--- src/rtl/multicycle_control_if.sv ---
// Control bus between the multicycle MIPS control FSM and its datapath.
// master : the controller (consumes IR fields/status, drives selects and enables)
// slave  : the datapath (drives IR fields/status, consumes selects and enables)
// Signals: opcode/funct (IR fields), bcond (branch condition), mem_ready
// (memory handshake), and all mux selects, write enables and status pulses.
interface multicycle_control_if;
  logic [5:0] opcode;
  logic [5:0] funct;
  logic       bcond;
  logic       mem_ready;
  logic       MemRead;
  logic       MemWrite;
  logic       IorD;
  logic       IRWrite;
  logic       PCWrite;
  logic [1:0] PCSource;
  logic [1:0] ALUSrcA;
  logic [1:0] ALUSrcB;
  logic [3:0] ALU_Control;
  logic       RegDest;
  logic       RegWrite;
  logic       MemtoReg;
  logic       isJAL;
  logic       illegal;
  logic       mem_error;
  logic       retire;

  modport master (
    input  opcode, funct, bcond, mem_ready,
    output MemRead, MemWrite, IorD, IRWrite, PCWrite, PCSource, ALUSrcA,
           ALUSrcB, ALU_Control, RegDest, RegWrite, MemtoReg, isJAL,
           illegal, mem_error, retire
  );

  modport slave (
    output opcode, funct, bcond, mem_ready,
    input  MemRead, MemWrite, IorD, IRWrite, PCWrite, PCSource, ALUSrcA,
           ALUSrcB, ALU_Control, RegDest, RegWrite, MemtoReg, isJAL,
           illegal, mem_error, retire
  );
endinterface

--- src/rtl/multicycle_control.sv ---
// Multicycle MIPS control FSM: sequences a shared ALU and a unified memory
// port through FETCH/DECODE/execute/writeback steps, with a ready handshake
// and bounded wait timeout on every memory access.
// Ports: clk, reset (sync, active-high), bus (multicycle_control_if.master).
module multicycle_control #(
  parameter int unsigned WAIT_W      = 4,
  parameter int unsigned MEM_TIMEOUT = 15
) (
  input  logic                clk,
  input  logic                reset,
  multicycle_control_if.master bus
);

  localparam logic [5:0] OP_RTYPE = 6'h00, OP_J    = 6'h02, OP_JAL  = 6'h03,
                         OP_BEQ   = 6'h04, OP_BNE  = 6'h05, OP_ADDI = 6'h08,
                         OP_SLTI  = 6'h0A, OP_ANDI = 6'h0C, OP_ORI  = 6'h0D,
                         OP_XORI  = 6'h0E, OP_LB   = 6'h20, OP_LW   = 6'h23,
                         OP_SB    = 6'h28, OP_SW   = 6'h2B;
  localparam logic [5:0] FN_SLL = 6'h00, FN_SRL = 6'h02, FN_JR  = 6'h08,
                         FN_ADD = 6'h20, FN_SUB = 6'h22, FN_AND = 6'h24,
                         FN_OR  = 6'h25, FN_XOR = 6'h26, FN_SLT = 6'h2A;

  typedef enum logic [3:0] {
    S_FETCH, S_DECODE, S_MEMADDR, S_MEMRD, S_MEMWB, S_MEMWR, S_EXEC_R,
    S_RWB, S_EXEC_I, S_IWB, S_BRANCH, S_JUMP, S_JR
  } state_t;

  typedef struct packed {
    logic       mem_read, mem_write, iord, ir_write, pc_write;
    logic [1:0] pc_source, alu_src_a, alu_src_b;
    logic [3:0] alu_ctl;
    logic       reg_dest, reg_write, memto_reg, is_jal, illegal, mem_error, retire;
  } ctl_t;

  state_t            state, state_nx;
  logic [WAIT_W-1:0] wait_cnt;
  logic              stall, timeout;
  logic              is_load, is_store, r_ok, r_shift, i_ok;
  logic [3:0]        r_alu, i_alu;
  ctl_t              ctl;

  always_ff @(posedge clk) begin
    if (reset) begin
      state    <= S_FETCH;
      wait_cnt <= '0;
    end else begin
      state    <= state_nx;
      wait_cnt <= stall ? wait_cnt + WAIT_W'(1) : '0;
    end
  end

  assign timeout = !bus.mem_ready && (wait_cnt == WAIT_W'(MEM_TIMEOUT));

  always_comb begin
    is_load  = (bus.opcode == OP_LW) || (bus.opcode == OP_LB);
    is_store = (bus.opcode == OP_SW) || (bus.opcode == OP_SB);
    r_ok = 1'b1; r_shift = 1'b0; r_alu = 4'd15;
    case (bus.funct)
      FN_ADD:  r_alu = 4'd0;
      FN_AND:  r_alu = 4'd1;
      FN_OR:   r_alu = 4'd2;
      FN_SLL:  begin r_alu = 4'd3; r_shift = 1'b1; end
      FN_SLT:  r_alu = 4'd4;
      FN_SRL:  begin r_alu = 4'd5; r_shift = 1'b1; end
      FN_SUB:  r_alu = 4'd6;
      FN_XOR:  r_alu = 4'd7;
      default: r_ok = 1'b0;
    endcase
    i_ok = 1'b1; i_alu = 4'd15;
    case (bus.opcode)
      OP_ADDI: i_alu = 4'd0;
      OP_ANDI: i_alu = 4'd1;
      OP_ORI:  i_alu = 4'd2;
      OP_SLTI: i_alu = 4'd4;
      OP_XORI: i_alu = 4'd7;
      default: i_ok = 1'b0;
    endcase
  end

  // Outputs are decoded from state plus same-cycle mem_ready/bcond, so they
  // cannot be registered without shifting the handshake by a cycle.
  always_comb begin
    state_nx = state;
    stall    = 1'b0;
    ctl      = '0;
    case (state)
      S_FETCH: begin
        ctl.mem_read  = 1'b1;
        ctl.alu_src_b = 2'b01;
        if (bus.mem_ready) begin
          ctl.ir_write = 1'b1;
          ctl.pc_write = 1'b1;
          state_nx     = S_DECODE;
        end else if (timeout) begin
          ctl.mem_error = 1'b1;
        end else begin
          stall = 1'b1;
        end
      end
      S_DECODE: begin
        ctl.alu_src_b = 2'b11;
        if (is_load || is_store)                                state_nx = S_MEMADDR;
        else if (bus.opcode == OP_RTYPE && bus.funct == FN_JR)  state_nx = S_JR;
        else if (bus.opcode == OP_RTYPE && r_ok)                state_nx = S_EXEC_R;
        else if (i_ok)                                          state_nx = S_EXEC_I;
        else if (bus.opcode == OP_BEQ || bus.opcode == OP_BNE) state_nx = S_BRANCH;
        else if (bus.opcode == OP_J || bus.opcode == OP_JAL)   state_nx = S_JUMP;
        else begin
          ctl.illegal = 1'b1;
          state_nx    = S_FETCH;
        end
      end
      S_MEMADDR: begin
        ctl.alu_src_a = 2'b01;
        ctl.alu_src_b = 2'b10;
        state_nx      = is_load ? S_MEMRD : S_MEMWR;
      end
      S_MEMRD, S_MEMWR: begin
        ctl.mem_read  = (state == S_MEMRD);
        ctl.mem_write = (state == S_MEMWR);
        ctl.iord      = 1'b1;
        if (bus.mem_ready) begin
          ctl.retire = (state == S_MEMWR);
          state_nx   = (state == S_MEMRD) ? S_MEMWB : S_FETCH;
        end else if (timeout) begin
          ctl.mem_error = 1'b1;
          state_nx      = S_FETCH;
        end else begin
          stall = 1'b1;
        end
      end
      S_MEMWB: begin
        ctl.reg_write = 1'b1;
        ctl.memto_reg = 1'b1;
        ctl.retire    = 1'b1;
        state_nx      = S_FETCH;
      end
      S_EXEC_R: begin
        ctl.alu_src_a = r_shift ? 2'b10 : 2'b01;
        ctl.alu_ctl   = r_alu;
        state_nx      = S_RWB;
      end
      S_RWB: begin
        ctl.reg_write = 1'b1;
        ctl.reg_dest  = 1'b1;
        ctl.retire    = 1'b1;
        state_nx      = S_FETCH;
      end
      S_EXEC_I: begin
        ctl.alu_src_a = 2'b01;
        ctl.alu_src_b = 2'b10;
        ctl.alu_ctl   = i_alu;
        state_nx      = S_IWB;
      end
      S_IWB: begin
        ctl.reg_write = 1'b1;
        ctl.retire    = 1'b1;
        state_nx      = S_FETCH;
      end
      S_BRANCH: begin
        ctl.alu_src_a = 2'b01;
        ctl.alu_ctl   = (bus.opcode == OP_BNE) ? 4'd9 : 4'd8;
        ctl.pc_write  = bus.bcond;
        ctl.pc_source = 2'b01;
        ctl.retire    = 1'b1;
        state_nx      = S_FETCH;
      end
      S_JUMP: begin
        ctl.pc_write  = 1'b1;
        ctl.pc_source = 2'b10;
        ctl.reg_write = (bus.opcode == OP_JAL);
        ctl.is_jal    = (bus.opcode == OP_JAL);
        ctl.retire    = 1'b1;
        state_nx      = S_FETCH;
      end
      S_JR: begin
        ctl.pc_write  = 1'b1;
        ctl.pc_source = 2'b11;
        ctl.retire    = 1'b1;
        state_nx      = S_FETCH;
      end
      default: state_nx = S_FETCH;
    endcase
  end

  assign {bus.MemRead, bus.MemWrite, bus.IorD, bus.IRWrite, bus.PCWrite,
          bus.PCSource, bus.ALUSrcA, bus.ALUSrcB, bus.ALU_Control,
          bus.RegDest, bus.RegWrite, bus.MemtoReg, bus.isJAL, bus.illegal,
          bus.mem_error, bus.retire} = reset ? '0 : ctl;

endmodule
--- src/flat_wrapper.sv ---
// flat-port wrapper written by rule: the top's interface ports become plain ports
module multicycle_control_flat 
#(
  parameter int unsigned WAIT_W      = 4,
  parameter int unsigned MEM_TIMEOUT = 15
)
  (clk, reset, bus_opcode, bus_funct, bus_bcond, bus_mem_ready, bus_MemRead, bus_MemWrite, bus_IorD, bus_IRWrite, bus_PCWrite, bus_PCSource, bus_ALUSrcA, bus_ALUSrcB, bus_ALU_Control, bus_RegDest, bus_RegWrite, bus_MemtoReg, bus_isJAL, bus_illegal, bus_mem_error, bus_retire);
  multicycle_control_if bus_i ();
  input  logic clk;
  input  logic reset;
  input wire logic [$bits(bus_i.opcode)-1:0] bus_opcode;
  input wire logic [$bits(bus_i.funct)-1:0] bus_funct;
  input wire logic [$bits(bus_i.bcond)-1:0] bus_bcond;
  input wire logic [$bits(bus_i.mem_ready)-1:0] bus_mem_ready;
  output wire logic [$bits(bus_i.MemRead)-1:0] bus_MemRead;
  output wire logic [$bits(bus_i.MemWrite)-1:0] bus_MemWrite;
  output wire logic [$bits(bus_i.IorD)-1:0] bus_IorD;
  output wire logic [$bits(bus_i.IRWrite)-1:0] bus_IRWrite;
  output wire logic [$bits(bus_i.PCWrite)-1:0] bus_PCWrite;
  output wire logic [$bits(bus_i.PCSource)-1:0] bus_PCSource;
  output wire logic [$bits(bus_i.ALUSrcA)-1:0] bus_ALUSrcA;
  output wire logic [$bits(bus_i.ALUSrcB)-1:0] bus_ALUSrcB;
  output wire logic [$bits(bus_i.ALU_Control)-1:0] bus_ALU_Control;
  output wire logic [$bits(bus_i.RegDest)-1:0] bus_RegDest;
  output wire logic [$bits(bus_i.RegWrite)-1:0] bus_RegWrite;
  output wire logic [$bits(bus_i.MemtoReg)-1:0] bus_MemtoReg;
  output wire logic [$bits(bus_i.isJAL)-1:0] bus_isJAL;
  output wire logic [$bits(bus_i.illegal)-1:0] bus_illegal;
  output wire logic [$bits(bus_i.mem_error)-1:0] bus_mem_error;
  output wire logic [$bits(bus_i.retire)-1:0] bus_retire;
  assign bus_i.opcode = bus_opcode;
  assign bus_i.funct = bus_funct;
  assign bus_i.bcond = bus_bcond;
  assign bus_i.mem_ready = bus_mem_ready;
  assign bus_MemRead = bus_i.MemRead;
  assign bus_MemWrite = bus_i.MemWrite;
  assign bus_IorD = bus_i.IorD;
  assign bus_IRWrite = bus_i.IRWrite;
  assign bus_PCWrite = bus_i.PCWrite;
  assign bus_PCSource = bus_i.PCSource;
  assign bus_ALUSrcA = bus_i.ALUSrcA;
  assign bus_ALUSrcB = bus_i.ALUSrcB;
  assign bus_ALU_Control = bus_i.ALU_Control;
  assign bus_RegDest = bus_i.RegDest;
  assign bus_RegWrite = bus_i.RegWrite;
  assign bus_MemtoReg = bus_i.MemtoReg;
  assign bus_isJAL = bus_i.isJAL;
  assign bus_illegal = bus_i.illegal;
  assign bus_mem_error = bus_i.mem_error;
  assign bus_retire = bus_i.retire;
  multicycle_control #(.WAIT_W(WAIT_W), .MEM_TIMEOUT(MEM_TIMEOUT)) u_core (.clk(clk), .reset(reset), .bus(bus_i));
endmodule
--- config.mk ---
export PLATFORM = sky130hd
export DESIGN_NAME = multicycle_control_flat
export DESIGN_NICKNAME = d
export VERILOG_FILES = /design/src/rtl/multicycle_control_if.sv /design/src/rtl/multicycle_control.sv /design/src/flat_wrapper.sv
export SDC_FILE = /design/constraint.sdc
export NUM_CORES = 1
export LEC_CHECK = 0
export BUFFER_PORTS_ARGS = -buffer_cell sky130_fd_sc_hd__buf_2
export CAP_MARGIN = 20
export CORE_MARGIN = 2
export CORE_UTILIZATION = 36
export CTS_CLUSTER_DIAMETER = 50
export CTS_CLUSTER_SIZE = 24
export DETAILED_ROUTE_END_ITERATION = 12
export PLACE_DENSITY_LB_ADDON = 0.15
export SLEW_MARGIN = 20
export SYNTH_ARGS = -nofsm -noshare
export SYNTH_HDL_FRONTEND = slang
export SYNTH_SLANG_ARGS = --single-unit
--- constraint.sdc ---
create_clock -name clk -period 1.5 [get_ports clk]
set_clock_uncertainty 0.05 [all_clocks]
set_input_delay 0 -clock clk [delete_from_list [all_inputs] [get_ports clk]]
set_output_delay 0 -clock clk [all_outputs]
set_load 0.03 [all_outputs]
# After elaboration in Yosys (flattened, before gate mapping)
# Cells that the tools add are included.
# op_classes
n_addsub	1
multipliers	0
div_mod_pow	0
n_lt_le_gt_ge	0
n_eq_ne	36
n_shift	0
n_mux	48
n_bitwise	1
reduce_logical	24
# op_table
op	n
equality test 6 bit (second input constant)	10
equality test 6 x 4 -> 1 bit (second input constant)	6
2-to-1 mux 4 bit	9
one-hot mux 4 bit (8 select lines)	1
equality test 4 bit (second input constant)	6
one-hot mux 4 bit (6 select lines)	1
2-to-1 mux 1 bit	22
2-to-1 mux 22 bit	1
one-hot mux 4 bit (5 select lines)	1
equality test 6 x 2 -> 1 bit (second input constant)	3
equality test 4 x 3 -> 1 bit (second input constant)	4
equality test 6 x 3 -> 1 bit (second input constant)	2
logical NOT 6 bit	2
one-hot mux 2 bit (3 select lines)	2
one-hot mux 4 bit (3 select lines)	1
OR reduction 2 bit	5
OR reduction 3 bit	3
equality test 4 x 2 -> 1 bit (second input constant)	2
OR reduction 8 bit	1
2-to-1 mux 2 bit	3
2-to-1 mux 3 bit	2
one-hot mux 1 bit (2 select lines)	3
OR reduction 6 bit	1
logical OR 1 bit	5
other kinds (12)	14
# totals
regBits	8
latchBits	0
mem_bits_rw	0
romBits	0
input_bits	16
output_inout_bits	22
n_memories	0

# Longest topological paths before layout
# Gate-level depths: netlist of run 1.
# depth
depth_word	10
mapped_depth	7
ltp_nobuf	6

# Worst setup path after synthesis of run 1
# OpenSTA, ideal clock, no wires.
# synth_timing
kind	register to output
from	reg u_core.state[1]
to	out bus_RegWrite
arrival_time_ps	1762
slack_ps	-312
path_stages_with_launch	5
path_cell_list	dfxtp_1 buf_2 nand2_1 nor3_1 o21bai_1
# synth_via
elab_chain_len	4
# synth_rtl
item	line	text
start, declared	multicycle_control.sv:35	state_t state, state_nx;
start signal, assigned	multicycle_control.sv:47	state <= state_nx;
equality test 4 x 3 -> 1 bit or equality test 4 bit (tied branches)	multicycle_control.sv:86	case (state)
OR reduction 3 bit (no line)	n/a	
one-hot mux 1 bit (2 select lines) *	multicycle_control.sv:86	
2-to-1 mux 22 bit *	multicycle_control.sv:189	bus.mem_error, bus.retire} = reset ? '0 : ctl;
end, declared	flat_wrapper.sv:25	output wire logic [$bits(bus_i.RegWrite)-1:0] bus_RegWrite;
# Every way passes the cells marked *; elsewhere a longest branch is shown, timed or not.

# Worst setup path after layout of run 1
# layout_timing
from	reg u_core.state[0]
to	out bus_ALU_Control[0]
# layout_via
elab_chain_len	3
# layout_rtl
item	line	text
equality test 4 bit or equality test 4 x 3 -> 1 bit (tied branches)	multicycle_control.sv:86	
one-hot mux 4 bit (3 select lines) *	multicycle_control.sv:86	
2-to-1 mux 22 bit *	multicycle_control.sv:189	
end, declared	flat_wrapper.sv:23	output wire logic [$bits(bus_i.ALU_Control)-1:0] bus_ALU_Control;
# Marked as above.

==> out/metrics.cfg, run 1 <==
[critical_path]
crit_required_ns=1.45
startpoint_type=register
path_class=register to output port
arrival_ns=1.70
end_kind=output port
critPathMaxFanout=3

[drt]
wl_met1_microns=2020
ant_nets=0
dr_wl_met2_microns=2470
wl_microns=4630
top_layer=met4
dr_total_vias=1619
vias_per_cell=5.43
dr_wl_met3_microns=108
drc=0
firstDrtPassIters=4
drt_iter0_markers=118
wl_per_cell_microns=15.5

[floorplan]
rows=21
fp.dieH_microns=62.6
initial_utilization=0.373
die_area_sq_um=3920
fp.coreArea_sq_um=3310
dieWidth_microns=62.6
io_pins=38

[clock_tree]
h-tree-depth=1
insertion_delay_ns=0.27
cts.sinks=8
numCtsBuffers=3
clk_pin_slew_worst_paths_ns=0.06
cts_tree=done
clockBufferDepth=2
cts_hold_buf=0
cts_root_buf=clkbuf_4

[timing]
drv_slew=0
worst_hold_slack_ns=0.151
hold_viol_final=0
fin_crit_sh=1.17
max_freq_mhz=570
setup_violations=14
grt_setup_unrepaired=true
fin_crit_ns=1.75
relSlewSlack=0.659
layout_setup_ws_ns=-0.253
worst_slew_pin_slew_ns=0.512

[synthesis]
async_flop_share=0
synth_seq_cells=8
synth.net_count=190
yosysWarningCount=0
post_synth_num_cell_types=59
synth_ff_type=dfxtp_1
synthTopCellsByArea=dfxtp_1 13%, nor2_1 5.2%, o21ai_0 4.9%
syn_inst=173
synth_edf_count=0
yosysTopAreaCell=dfxtp_1
yosys.area.top_type_share=0.130
syn_area_sq_um=1240
syn-mean-instance-area_sq_um=7.15
yosysSeqAreaShare=0.130

[cells_and_area]
final_cells=298
layout.nets=271
area_growth_pct=86.6
antenna_cells=0
drive_above_1_share=0.623
layout_commonest_cell=buf_4
layout_common_cells=43 x buf_4, 27 x buf_6, 16 x buf_2

[run_status]
violations=setup timing
status=finished, violations left

[place]
globalplace.congestion=0.785
io_buffer_count=37
dp_slack_ns=-0.0609
place_hpwl_microns=3010
dp.cells=272

[grt]
antenna_found_initial=0
grt_max_degree=19
grt_usage=0.220
grt_pass1_wl_microns=6950
grt_pass1_vias=1469
grt_remaining_overflow=0

[power_and_ir_drop]
p_per_area_nw_per_um2=412
p_total_w=0.000950
peakVddDrop_mv=0.363
leakage_nw=0.933

[flow_run]
maxCapViolCount=0

[min_path]
hold_path.class=input pin to register

## report_power, final
part	total [W]	switching [W]	leakage (nW)	internal, W
clock network	0.000175	0.0000827	0.0138	0.0000922
logic	0.000546	0.000289	0.852	0.000257
registers	0.000229	0.00000980	0.0681	0.000219
total	0.000950	0.000381	0.933	0.000569
## logic make-up (layout without fill, tap and decap cells)
family | Yosys count | in the layout | share of synthesized area
simple gates | 81 | 81 | 0.380
compound gates | 54 | 54 | 0.334
buf+inv | 22 | 101 | 0.0972
flops | 8 | 8 | 0.130
xor+xnor | 7 | 7 | 0.0496
fa+ha+maj | 1 | 1 | 0.0101
## cells in the mapped netlist, types with 3 or more instances
cell type,n
o21ai_0,12
nand2b_1,4
and3_1,5
or3_1,4
buf_6,3
nor3_1,10
nand3_1,4
a31oi_1,3
clkbuf_1,3
xnor2_1,3
dfxtp_1,8
a21oi_1,11
xor2_1,4
nand2_1,16
nor2_1,17
buf_2,6
inv_1,4
## critical path, cell delays in order, from the launching register on
cell      delay, ns
dfxtp_2        0.33
buf_6          0.12
and4bb_1       0.31
nand2_2        0.11
nor3_4         0.16
a41oi_2        0.06
a41oi_2        0.21
buf_6          0.16
## registers in the layout, summed over array words and instances (netlist names)
| signal | cells |
|---|---|
| u_core.state | 4 |
| u_core.wait_cnt | 4 |
## timing repair
item,4_1_cts,5_1_grt
setup endpoints to repair,26,24
gates resized for setup,60,54
pin swaps,13,18
cloned,0,1
setup buffers,6,18
## worst paths after layout
kind                                                    from                            to  slack [ns]  depth (start not counted)
worst max-delay path            u_core.state[0]$_SDFFE_PP0P_            bus_ALU_Control[0]       -0.25                          7
worst min register to register  u_core.state[3]$_SDFFE_PP0P_  u_core.state[0]$_SDFFE_PP0P_        0.42                          1
worst max register to register  u_core.state[0]$_SDFFE_PP0P_  u_core.state[2]$_SDFFE_PP0P_       -0.07                          9
worst min-delay path                                   reset  u_core.state[3]$_SDFFE_PP0P_        0.15                          2
## cell type report
cell class                      instances  area, sq um
Fill cell                             256         1000
Inverter                                6         25.0
Timing Repair Buffer                   92          817
Tap cell                               46         57.6
Sequential cell                         8          174
Multi-Input combinational cell        143         1210
Clock buffer                            3         22.5
## routing by layer
layer | GRT usage | vias to the layer above
li1 | - | 797
met1 | 0.274 | 786
met2 | 0.394 | 32
met3 | 0.0234 | 4
met4 | 0.0694 | 0
met5 | 0 | -
## stage by stage
step	util	area, sq um	TNS (ns)
floorplan	-	1320	-0.0298
global placement	0.513	1700	-0.0848
detailed placement	0.513	1700	-0.231
CTS	0.594	1970	-1.31
global route	0.697	2310	-3.06
finish	0.697	2310	-1.81
No activity file was read; power rests on OpenSTA's default activity.
==> inputs of run 2 (changes only) <==
- clock period: 1.5 -> 1.98 ns (I/O delays scaled with it)
==> out/metrics.cfg, run 2 (synthesis results as in run 1) <==
[run_status]
status=finished clean

[flow_run]
maxCapViolCount=0

[critical_path]
path_cells=buf_4 > and4bb_2 > nand2_2 > nor3_2 > a41oi_1 > a41oi_2 > buf_4
arrival_ns=1.80
critPathMaxFanout=7
cpMaxStageDelayCell=dfxtp_1
critPathBufInv=2
crit_required_ns=1.93
path_delay_family=simple AND/OR/NAND/NOR gates
crit_top_cell=buf_4
startpoint_type=register
end_kind=output port
path_class=register to output port
cp_slowest_stage_delay_ns=0.34

[min_path]
hold_path.class=input pin to register

[clock_tree]
insertion_delay_ns=0.25
cts_root_buf=clkbuf_4
clk_pin_slew_worst_paths_ns=0.06
clockBufferDepth=2
cts.sinks=8
cts_hold_buf=0
cts_tree=done
numCtsBuffers=3
h-tree-depth=1

[timing]
layout_setup_ws_ns=0.127
hold_viol_final=0
setup_violations=0
fin_crit_ns=1.85
setup_tns_ns=0
max_freq_mhz=540
relSlewSlack=0.592
drv_slew=0
fin_crit_sh=0.936
worst_slew_pin_slew_ns=0.605
grt_setup_unrepaired=false

[floorplan]
rows=21
fp.dieH_microns=62.6
initial_utilization=0.373
fp.coreArea_sq_um=3310
io_pins=38
dieWidth_microns=62.6
die_area_sq_um=3920

[power_and_ir_drop]
peakVddDrop_mv=0.140
power.switching_w=0.000223
pwr-share-seq=0.331
p_comb_frac=0.447
leakage_nw=0.630
clkPwrFrac=0.223
p_total_w=0.000556
p_per_area_nw_per_um2=372
netSwitchingFraction=0.401
power.internal_w=0.000334

[grt]
grt_pass1_vias=1282
grt_remaining_overflow=0
antenna_found_initial=0
grt_max_degree=19
grt_pass1_wl_microns=5870
grt_usage=0.177

[cells_and_area]
drive_above_1_share=0.356
layout.nets=227
utilization=0.451
antenna_cells=0
area_growth_pct=20.8
nFillCells=373
final_cells=254
layout_common_cells=35 x buf_2, 17 x nor2_1, 16 x nand2_1
largestRegisters=u_core.state x4, u_core.wait_cnt x4
layout_commonest_cell=buf_2

[drt]
vias_per_cell=5.54
wl_met1_microns=1640
firstDrtPassIters=4
drc=0
dr_total_vias=1407
wl_per_cell_microns=13.3
top_layer=met4
ant_nets=0
drt_iter0_markers=59
dr_wl_met3_microns=154
dr_wl_met2_microns=1580
wl_microns=3390

[place]
dp.cells=249
place_hpwl_microns=2680
globalplace.congestion=0.829
dp_slack_ns=0.280
io_buffer_count=37

[run 2: cell count changes in the layout (fill, tap and decap cells not counted), sizes merged]
cell	delta
buf	-43
clkbuf	-1
[run 2: area by class of cell]
class | instances | area [sq um] | area share
clock buffer | 3 | 22.5 | 0.0151
inverter | 6 | 22.5 | 0.0151
multi-input combinational | 143 | 956 | 0.640
sequential | 8 | 163 | 0.109
tap | 46 | 57.6 | 0.0385
timing repair buffer | 48 | 273 | 0.183
[run 2: metrics by stage]
stage | hold slack (ns) | instance area, sq um
6_report | 0.0771 | 1490
5_1_grt | 0.0825 | 1490
4_1_cts | 0.0735 | 1470
3_5_place_dp | 0.333 | 1450
3_3_place_gp | 0.332 | 1450
2_1_floorplan | 0.150 | 1240
[run 2: power by group through the flow]
stage,logic [W],clock network (W),registers (W)
2_1_floorplan,0.000193,0,0.000175
3_3_place_gp,0.000242,0,0.000187
3_5_place_dp,0.000246,0,0.000186
4_1_cts,0.000246,0.000126,0.000183
5_1_grt,0.000275,0.000141,0.000186
6_report,0.000249,0.000124,0.000184
[run 2: worst register-to-register path, cell delays in order, from the launching register on]
cell	delay, ns
dfxtp_1	0.32
ha_1	0.24
a31oi_1	0.36
a31oi_1	0.14
o32a_1	0.33
a221oi_2	0.21
[run 2: final timing paths]
path / slack (ns) / cells after the start / end / startpoint
max reg2reg: 0.26 / 5 / u_core.state[0]$_SDFFE_PP0P_ / u_core.wait_cnt[0]$_SDFF_PP0_
max: 0.13 / 7 / bus_ALU_Control[0] / u_core.state[3]$_SDFFE_PP0P_
min reg2reg: 0.40 / 1 / u_core.wait_cnt[0]$_SDFF_PP0_ / u_core.wait_cnt[0]$_SDFF_PP0_
min: 0.08 / 2 / u_core.state[3]$_SDFFE_PP0P_ / reset
[run 2: routing by layer]
layer,track usage,up-vias
li1,-,712
met1,0.242,661
met2,0.300,32
met3,0.0234,2
met4,0.0278,0
met5,0,-
[run 2: repair_timing]
item | CTS | global route
setup buffers | 0 | 2
endpoints found under the setup margin | 0 | 4
resized for setup | 0 | 7
